<file path="src/rtl/time_pkg.sv">
// time_pkg: shared definitions for the elapsed-time display path.
//   BCD_W       binary width of the millisecond value
//   BCD_DIGITS  BCD digits presented to the seven-segment stage
//   BCD_MAX     largest value the six digits can show
//   bcd_state_t converter FSM states
//   bcd_digit_t one BCD digit
package time_pkg;

  localparam int          BCD_W      = 20;
  localparam int          BCD_DIGITS = 6;
  localparam int unsigned BCD_MAX    = 999999;

  typedef enum logic [1:0] {
    IDLE  = 2'd0,
    SHIFT = 2'd1,
    LOAD  = 2'd2
  } bcd_state_t;

  typedef logic [3:0] bcd_digit_t;

endpackage

</file>
<file path="src/rtl/bcd_add3.sv">
// bcd_add3: double-dabble digit correction, din >= 5 ? din + 3 : din.
//   din   input BCD digit before the shift
//   dout  corrected digit
// The result of a legal double-dabble digit (0..9) never exceeds 12, so no
// carry out of the nibble exists.
module bcd_add3
  import time_pkg::*;
(
  input  bcd_digit_t din,
  output bcd_digit_t dout
);

  assign dout = (din >= 4'd5) ? din + 4'd3 : din;

endmodule

</file>
<file path="src/rtl/bin2bcd_seq.sv">
// bin2bcd_seq: sequential double-dabble converter, W-bit binary to BCD.
// Captures t on start (or a queued request), shifts for W cycles, then
// loads the output digits and pulses valid. Digits hold between loads.
//
// Ports:
//   clk            system clock
//   KEY2           asynchronous active-low reset
//   t              binary time value in ms
//   start          conversion request, level-sampled every cycle
//   busy           conversion in progress (state != IDLE)
//   valid          one-cycle pulse when new digits are loaded
//   ones..hun_thousands  registered BCD digits
//   ovf            value at last capture exceeded 999999
//   state_dbg      current FSM state
//
// Handshake: start is a request level; any start seen while busy is
// remembered in a single pending flag and served on the first IDLE cycle,
// sampling t at that edge. valid is a single-cycle qualifier for the
// digits and ovf; there is no backpressure.
//
// Optional feature macro: BIN2BCD_SATURATE_EN. When defined, out-of-range
// results load all nines and set ovf. When undefined, the low six digits
// of the true value are loaded and ovf is tied to 0.
module bin2bcd_seq
  import time_pkg::*;
#(
  parameter int W      = BCD_W,
  parameter int DIGITS = BCD_DIGITS
) (
  input  logic         clk,
  input  logic         KEY2,
  input  logic [W-1:0] t,
  input  logic         start,
  output logic         busy,
  output logic         valid,
  output bcd_digit_t   ones,
  output bcd_digit_t   tens,
  output bcd_digit_t   hundreds,
  output bcd_digit_t   thousands,
  output bcd_digit_t   ten_thousands,
  output bcd_digit_t   hun_thousands,
  output logic         ovf,
  output bcd_state_t   state_dbg
);

  // One extra scratch digit covers the full 2^W range (7 digits for 20 bits).
  localparam int SW = 4 * (DIGITS + 1);
  localparam int CW = $clog2(W);

  bcd_state_t     state, state_n;
  logic [W-1:0]   bin_r;
  logic [SW-1:0]  scratch;
  logic [SW-1:0]  scratch_adj;
  logic [SW+W-1:0] shifted;
  logic [CW-1:0]  cnt;
  logic           pending;
  logic           valid_r;
  logic           capture;
  bcd_digit_t     dig_r  [DIGITS];
  bcd_digit_t     load_d [DIGITS];

  for (genvar g = 0; g < DIGITS + 1; g++) begin : g_add3
    bcd_add3 u_add3 (
      .din  (scratch[4*g +: 4]),
      .dout (scratch_adj[4*g +: 4])
    );
  end

  assign shifted = {scratch_adj, bin_r} << 1;
  assign capture = (state == IDLE) && (start || pending);

  always_ff @(posedge clk or negedge KEY2) begin
    if (!KEY2) state <= IDLE;
    else       state <= state_n;
  end

  always_comb begin
    state_n = state;
    case (state)
      IDLE:    if (start || pending) state_n = SHIFT;
      SHIFT:   if (cnt == CW'(W - 1)) state_n = LOAD;
      LOAD:    state_n = IDLE;
      default: state_n = IDLE;
    endcase
  end

  always_ff @(posedge clk or negedge KEY2) begin
    if (!KEY2) begin
      bin_r   <= '0;
      scratch <= '0;
      cnt     <= '0;
      pending <= 1'b0;
      valid_r <= 1'b0;
      for (int i = 0; i < DIGITS; i++) dig_r[i] <= '0;
    end else begin
      valid_r <= 1'b0;
      if (capture) begin
        bin_r   <= t;
        scratch <= '0;
        cnt     <= '0;
        pending <= 1'b0;
      end else if (state != IDLE && start) begin
        pending <= 1'b1;
      end
      if (state == SHIFT) begin
        scratch <= shifted[SW+W-1:W];
        bin_r   <= shifted[W-1:0];
        cnt     <= cnt + 1'b1;
      end
      if (state == LOAD) begin
        for (int i = 0; i < DIGITS; i++) dig_r[i] <= load_d[i];
        valid_r <= 1'b1;
      end
    end
  end

`ifdef BIN2BCD_SATURATE_EN
  logic over;

  // Above 999999 either the top scratch digit is set or a low digit is
  // not a legal BCD code.
  always_comb begin
    over = (scratch[SW-1 -: 4] != 4'd0);
    for (int i = 0; i < DIGITS; i++) begin
      if (scratch[4*i +: 4] > 4'd9) over = 1'b1;
    end
    for (int i = 0; i < DIGITS; i++) begin
      load_d[i] = over ? 4'd9 : scratch[4*i +: 4];
    end
  end

  logic ovf_r;
  always_ff @(posedge clk or negedge KEY2) begin
    if (!KEY2)               ovf_r <= 1'b0;
    else if (state == LOAD)  ovf_r <= over;
  end
  assign ovf = ovf_r;
`else
  always_comb begin
    for (int i = 0; i < DIGITS; i++) load_d[i] = scratch[4*i +: 4];
  end
  assign ovf = 1'b0;
`endif

  assign busy          = (state != IDLE);
  assign valid         = valid_r;
  assign state_dbg     = state;
  assign ones          = dig_r[0];
  assign tens          = dig_r[1];
  assign hundreds      = dig_r[2];
  assign thousands     = dig_r[3];
  assign ten_thousands = dig_r[4];
  assign hun_thousands = dig_r[5];

endmodule

</file>
<file path="config.mk">
export PLATFORM = sky130hd
export DESIGN_NAME = bin2bcd_seq
export DESIGN_NICKNAME = d
export VERILOG_FILES = /design/src/rtl/time_pkg.sv /design/src/rtl/bcd_add3.sv /design/src/rtl/bin2bcd_seq.sv
export SDC_FILE = /design/constraint.sdc
export NUM_CORES = 1
export LEC_CHECK = 0
export BUFFER_PORTS_ARGS = -buffer_cell sky130_fd_sc_hd__buf_2
export CAP_MARGIN = 20
export CORE_AREA = 2 2 91 93
export CTS_CLUSTER_SIZE = 40
export DETAILED_ROUTE_END_ITERATION = 12
export DIE_AREA = 0 0 93 95
export PLACE_DENSITY = 0.72
export SYNTH_ARGS = -nofsm -noshare
export SYNTH_HDL_FRONTEND = slang
export SYNTH_SLANG_ARGS = --single-unit
</file>
<file path="constraint.sdc">
create_clock -name clk -period 2.7 [get_ports clk]
set_clock_uncertainty 0.1 [all_clocks]
set_input_delay 0.27 -clock clk [delete_from_list [all_inputs] [get_ports clk]]
set_output_delay 0.27 -clock clk [all_outputs]
set_load 0.03 [all_outputs]
</file>
* After elaboration in Yosys (flattened, before gate mapping) *
Index checks and enable logic that the tools add are counted.

cells by class
  add/subtract/negate cells = 8
  magnitude comparators = 7
  equal/unequal tests = 5
  muxes and demuxes = 19
  reductions and logical operators = 8

operator list
  cell                                                                number
  two-way mux 28 bit                                                  2
  two-way mux 20 bit                                                  2
  greater-or-equal comparator 4 x 3 -> 1 bit (second input constant)  7
  adder 4 x 2 -> 4 bit (second input constant)                        6
  two-way mux 4 bit                                                   6
  two-way mux 5 bit                                                   2
  nonzero test 2 bit                                                  3
  adder 5 x 1 -> 5 bit (second input constant)                        1
  equality test 5 bit (second input constant)                         1
  two-way mux 2 bit                                                   2
  case mux 2 bit (2 select lines)                                     1
  adder 3 x 2 -> 3 bit (second input constant)                        1
  two-way mux 1 bit                                                   3
  two-way mux 3 bit                                                   1
  equality test 2 x 1 -> 1 bit (second input constant)                1
  equality test 2 bit (second input constant)                         1
  logical AND 1 bit                                                   2
  logical NOT 2 bit                                                   1
  inequality test 2 x 1 -> 1 bit (second input constant)              1
  inequality test 2 bit (second input constant)                       1
  AND reduction 2 bit                                                 1
  logical OR 1 bit                                                    1

word-level totals
  register bits after elaboration = 81
  input port bits = 23
  output and inout port bits = 29
  logic and storage cells = 59

* Longest topological paths before layout *
Gate-level depths: netlist of run 1.

  word-level depth = 4
  gate-level depth with buffers = 6
  depth with buffers taken out = 6

* By module *
A second synthesis of run 1 with hierarchy kept.

unflattened totals
  cells, all modules = 368
  area total of the unflattened synthesis = 3782.4 um2

modules (own cells, without submodules)
  module       instances  cells an instance  area each (um2)  seq. area each (um2)
  bin2bcd_seq  1          272                3174.3           1926.8
  bcd_add3     6          16                 101.3            0.0

* Least setup slack after synthesis of run 1 *
OpenSTA, ideal clock, no wires.

  kind = register to register
  start point = register scratch[8]
  end point = register scratch[10]
  setup time = 83 ps
  arrival = 1432 ps
  data required time = 2517 ps
  path slack = 1085 ps
  stages on the path, launching flop included = 7
  path buffers = 0
  period minus slack after synthesis = 1615 ps
  cells stage by stage = dfrtp_1 inv_1 ha_1 nand2b_1 a21oi_1 mux2_2 o21ai_0

on the way
  longest elaborated chain between the ends = 3
  elaborated cells between the ends (all ways) = 4
  those cells by class = add/sub: 1; order compare: 1; mux: 2

RTL lines
  what                                                                                       line                text
  start, declared                                                                            bin2bcd_seq.sv:52   logic [SW-1:0] scratch;
  start signal, assigned                                                                     bin2bcd_seq.sv:106  scratch <= shifted[SW+W-1:W];
  adder 4 x 2 -> 4 bit / greater-or-equal comparator 4 x 3 -> 1 bit (equally long branches)  bcd_add3.sv:13      assign dout = (din >= 4'd5) ? din + 4'd3 : din;
  two-way mux 4 bit *                                                                        bcd_add3.sv:13
  two-way mux 28 bit *                                                                       bin2bcd_seq.sv:105  if (state == SHIFT) begin

Mark *: on every way between the ends. The rest lies on a longest branch, timed or not.
A chain may end at the register's enable or synchronous reset.

* Worst setup path after layout of run 1 *
  start point = register scratch[4]
  end point = register scratch[6]

The elaborated chain is that of the path after synthesis.

==> qor.txt, run 1 <==
Status: completed
Tmin final: 1.80 ns
Register bit total from synthesis: 77
Main synth FF type: dfrtp_1
Die width: 93 um
Root buffer cell: clkbuf_8
Fin Setup TNS: 0 ns
IO Pins: 52
Initial antenna violation count: 0
Crit. End Element: register
Starting DRT DRC Count: 118
Seq/Total Area, Yosys: 55.6%
Total Power: 2780 uW
Layout net count: 403
Clk_lat worst skew: 0.35 ns
Core area: 0.00793 mm2
Required time of the critical path: 2.87 ns
Max cap viols: 0
Synth Instances: 317
Area grow syn2layout: 14.4%
Die Ht: 95 um
Crit path kind: reg -> reg
H-tree Lvls: 3
Largest net degree at the start of global routing: 78
Via count: 2477
Final wirelength: 6710 um
Pwr dens: 700 mW/mm2
Clock Path Buffers: 2
Syn avg cell area: 10.9 um2
Max Slew Vio Count: 0
Port Buffer Count: 50
Cts repair resizes: 0
Leakage: 0.00191 uW
Placer Congestion: 0.723
Setup violators final: 0
Starting Density: 43.7%
Cell variety after synth: 34
Clk slew on worst S/H paths: 0.08 ns
Post-route ant nets: 0
Final instance area: 0.00397 mm2
Post-Place Cell Area: 0.00376 mm2
Dpl hpwl: 4390 um
CP arrival: 1.97 ns
Clock sink count: 77
VDD IR max: 0.344 mV
Most frequent cells in the layout: dfrtp_1, buf_2, nor2_1, o21ai_0, o22ai_1
Global route overflow: 0
Most common cell after layout, fill and taps aside: dfrtp_1
Fin crit share: 66.6%
Average via count per standard cell: 5.19
Die area: 0.00884 mm2
RSZ-0062 raised after global routing: no
Startpoint types: register
Residual DRC: 0
Fraction of registers with async set/reset: 100%
Total inserted antenna cells: 0
Row count: 33
Worst slew pin tran: 0.948 ns
TritonCTS clock tree: built
Worst min path class: in -> reg
Avg WL per Cell: 14.1 um
Final Hold Fails: 0
First-pass GRT wire length: 11600 um
Vias in the first global route: 2539
Layout cell share with drive strength beyond 1: 23.7%
Relative max-transition margin: 36.8%
FMAX: 0.556 GHz
Synth Cell Area: 0.00347 mm2
Synth warn: 0
TritonRoute pass-1 iters: 4
Synthesized Nets: 353
CP max FO: 4
Total Routing Usage GR: 16.7%
CTS buffer count: 9
EDFF count, synth: 0
==> layer usage <==
| metal | vias up | wire [um] | GRT usage (%) |
|---|---|---|---|
| met4 | 0 | 72 | 3.92 |
| met1 | 1208 | 3030 | 20.7 |
| met2 | 55 | 3270 | 28.2 |
| met5 | - | 0 | 0 |
| met3 | 9 | 338 | 5.75 |
| li1 | 1205 | - | - |
==> power breakdown <==
part	switching, uW	total [uW]	internal [uW]
combinational	370	567	197
clock	418	849	431
sequential	72.2	1360	1290
==> worst paths after layout <==
kind                                 start                to  slack, ns  cells after the start
max in group asynchronous             KEY2          bin_r[0]       1.36                      2
min in group asynchronous             KEY2  ten_thousands[2]       0.51                      2
worst min-delay path                  t[5]          bin_r[5]       0.07                      3
worst max-delay path            scratch[4]        scratch[6]       0.90                      6
worst max register to register  scratch[4]        scratch[6]       0.90                      6
worst min register to register   bin_r[19]        scratch[0]       0.38                      2
==> kinds of logic after synthesis <==
kind of cell,Yosys count,share of synthesized area (%)
other,1,0.108
AO/OA/AOI/OAI,79,14.5
flip-flops,77,55.6
adder cells (fa/ha/maj),13,4.69
buffers and inverters,32,5.20
multiplexers,18,6.32
XOR/XNOR,11,2.78
AND/OR/NAND/NOR,86,10.9
==> Yosys cell counts, drive strengths merged, types with 2 or more instances <==
cell	n	share of area [%]
dfrtp	77	56
nor2	43	4.9
o21ai	29	4.3
o22ai	25	4.5
nand2	23	2.5
buf	16	3.5
mux2	16	5.7
inv	15	1.6
ha	13	4.7
nand2b	8	1.4
a21oi	6	0.87
a32o	6	1.7
o31ai	6	1.3
xnor2	6	1.5
nand3	5	0.72
o32ai	5	1.3
xor2	5	1.3
a22o	2	0.51
mux2i	2	0.58
nand4	2	0.36
nor3	2	0.43
==> layout make-up <==
| cell class | count | area [um2] |
|---|---|---|
| Clock inverter | 5 | 61.3 |
| Inverter | 15 | 56.3 |
| Sequential cell | 77 | 1930 |
| Tap cell | 105 | 131 |
| Fill cell | 744 | 3960 |
| Multi-Input combinational cell | 208 | 1360 |
| Timing Repair Buffer | 56 | 300 |
| Clock buffer | 11 | 131 |
==> worst max-delay path, stage by stage (launching register included) <==
cell and delay [ns]:
dfrtp_1 0.40, inv_1 0.14, ha_1 0.21, nand2b_1 0.06
a21oi_1 0.30, mux2_2 0.37, o21ai_0 0.14
==> per-stage QoR <==
stage	hold slack, ns	cells	utilization (%)	setup WS, ns
global placement	0.361	460	47.5	1.01
finish	0.0717	477	50.0	0.901
detailed placement	0.367	460	47.5	0.910
CTS	0.0627	477	50.0	0.896
floorplan	-0.126	317	-	1.08
global route	0.0721	477	50.0	0.759
==> registers in the layout, summed over array words and instances, names as in the netlist <==
name           cells
bin_r             20
cnt                5
hun_thousands      4
hundreds           4
ones               4
pending            1
scratch           24
state_dbg          2
ten_thousands      4
tens               4
thousands          4
valid              1
==> what timing repair did <==
item,CTS,global route
endpoints found under the hold margin,10,0
buffers inserted,0,0
hold buffers,1,0
(Power assumes the default switching activity.)
==> inputs of run 2 (changes only) <==
Clock period 2.7 ns to 1.7 ns, I/O delays scaled along.
==> qor.txt, run 2 (synthesized netlist as in run 1, its figures left out) <==
Critical hold path startpoint: t[16] (was t[5])
Placed insts: 471 (was 460)
Fin crit share: 93.6% (was 66.6%)
Setup violators final: 0 (unchanged)
Dpl ws: -0.0642 ns (was 0.910 ns)
Residual DRC: 0 (unchanged)
Clk slew on worst S/H paths: 0.07 ns (was 0.08 ns)
R2r setup slk: 0.11 ns (was 0.90 ns)
Crit path kind: reg -> reg (unchanged)
Relative max-transition margin: 56.7% (was 36.8%)
Root buffer cell: clkbuf_8 (unchanged)
CP arrival: 1.76 ns (was 1.97 ns)
Average via count per standard cell: 5.11 (was 5.19)
Starting DRT DRC Count: 81 (was 118)
H-tree Lvls: 3 (unchanged)
TritonCTS clock tree: built (unchanged)
Most frequent cells in the layout: dfrtp_1, buf_2, nor2_1, o21ai_0, o22ai_1 (unchanged)
Pwr dens: 999 mW/mm2 (was 700 mW/mm2)
Number of post-CTS setup repair buffers: 0 (unchanged)
Die area: 0.00884 mm2 (unchanged)
Layout net count: 433 (was 403)
CP max-delay cell: dfrtp_1 (unchanged)
VDD IR max: 0.359 mV (was 0.344 mV)
IO Pins: 52 (unchanged)
Setup WS post-layout: 0.109 ns (was 0.901 ns)
Leakage: 0.00205 uW (was 0.00191 uW)
Top Registers: scratch x24, bin_r x20, cnt x5 (unchanged)
Row count: 33 (unchanged)
Largest net degree at the start of global routing: 48 (was 78)
Clock Path Buffers: 2 (unchanged)
CP max stage delay: 0.42 ns (was 0.40 ns)
CP max FO: 4 (unchanged)
GRT busiest layer: met2 (unchanged)
Via count: 2573 (was 2477)
Startpoint types: register (unchanged)
Placer Congestion: 0.768 (was 0.723)
TritonRoute pass-1 iters: 4 (unchanged)
FF-to-FF path depth: 5 (was 6)
R2R Path End: scratch[2] (was scratch[6])
Die width: 93 um (unchanged)
Global route overflow: 0 (unchanged)
Tmin final: 1.59 ns (was 1.80 ns)
Crit. End Element: register (unchanged)
Worst slew pin tran: 0.648 ns (was 0.948 ns)
WHS: 0.00442 ns (was 0.0717 ns)
Worst hold path stage count: 3 (unchanged)
Area grow syn2layout: 23.6% (was 14.4%)
Clk_lat worst skew: 0.35 ns (about the same)
Final Hold Fails: 0 (unchanged)
Total inserted antenna cells: 0 (unchanged)
Most common cell after layout, fill and taps aside: dfrtp_1 (unchanged)
Initial antenna violation count: 0 (unchanged)
FMAX: 0.628 GHz (was 0.556 GHz)
Crit path cell chain: ha_1 -> nand2b_1 -> a21oi_2 -> mux2_2 -> o21ai_0 (was inv_1 -> ha_1 -> nand2b_1 -> a21oi_1 -> mux2_2 -> o21ai_0)
Final wirelength: 7060 um (was 6710 um)
Max cap viols: 0 (unchanged)
Crit path max-delay family: flip-flops (was compound AO/OA/AOI/OAI gates)
Met1 Use GR: 22.1% (was 20.7%)
Status: completed (unchanged)
Starting Density: 43.7% (unchanged)
Core area: 0.00793 mm2 (unchanged)
Non-Filler Instances: 504 (was 477)
Required time of the critical path: 1.87 ns (was 2.87 ns)
Die Ht: 95 um (unchanged)
R2r startpoint: scratch[0] (was scratch[4])
Largest Register: scratch (unchanged)
Crit. Startpoint: scratch[0] (was scratch[4])
Port Buffer Count: 50 (unchanged)
RSZ-0062 raised after global routing: no (unchanged)
Met3 Usage GRT: 3.03% (was 5.75%)
Dpl hpwl: 4540 um (was 4390 um)
Hold path endpoint: bin_r[16] (was bin_r[5])
CTS buffer count: 9 (unchanged)
Fin Setup TNS: 0 ns (unchanged)
Layout cell share with drive strength beyond 1: 28.1% (was 23.7%)
Crit path buffers/inverters: 0 (was 1)
Worst min path class: in -> reg (unchanged)
Vias in the first global route: 2658 (was 2539)
Avg WL per Cell: 14.0 um (was 14.1 um)
GR Layer Usage met2: 30.8% (was 28.2%)
Total Routing Usage GR: 17.8% (was 16.7%)
Post-route ant nets: 0 (unchanged)
Clock sink count: 77 (unchanged)
Max Slew Vio Count: 0 (unchanged)
First-pass GRT wire length: 12300 um (was 11600 um)
Max FFs per register: 24 (unchanged)
Total Power: 4280 uW (was 2780 uW)
[run 2: cell types whose count changed in the layout (fill, tap and decap cells not counted), sizes merged]
cell | before | now
buf | 55 | 66
bufinv | 1 | 0
dlygate4sd3 | 1 | 20
clkbuf | 11 | 10
clkinv | 4 | 3
[run 2: cell type report]
cell class / instances / area [um2]
clock buffers: 10 / 138
clock inverters: 3 / 15.0
fillers: 697 / 3640
inverters: 15 / 56.3
multi-input cells: 208 / 1400
flip-flops and latches: 77 / 1930
well taps: 105 / 131
repair buffers: 86 / 623
[run 2: worst max path at each step]
stage / end / cells after the start
after floorplan: scratch[10] / 6
after global placement: bin_r[12] / 3
after detailed placement: bin_r[5] / 3
after CTS: scratch[10] / 6
after global routing: scratch[14] / 6
final: scratch[2] / 5
[run 2: worst min-delay path, delay by kind of cell]
family | cells | cell delay (ns)
compound gates | 1 | 0.05
simple gates | 1 | 0.11
buf+inv | 1 | 0.08
[run 2: what timing repair did]
item	in CTS	in global routing
resized for setup	2	15
endpoints found under the hold margin	47	0
hold buffers	20	0
setup endpoints to repair	21	7
[run 2: stage by stage]
step,instance area (um2),utilization (%)
4_1_cts,4260,53.7
5_1_grt,4290,54.1
3_3_place_gp,3900,49.2
2_1_floorplan,3470,-
6_report,4290,54.1
3_5_place_dp,3900,49.2
[run 2: routing by layer]
layer	routed length, um	vias to the layer above
met3	310	10
met5	0	-
met2	3500	64
li1	-	1258
met4	138	0
met1	3110	1241
[run 2: where the power goes]
group          total [uW]  internal, uW  switching (uW)
clock network        1150           537             615
logic                 956           358             598
registers            2170          2050             124
total                4280          2940            1340
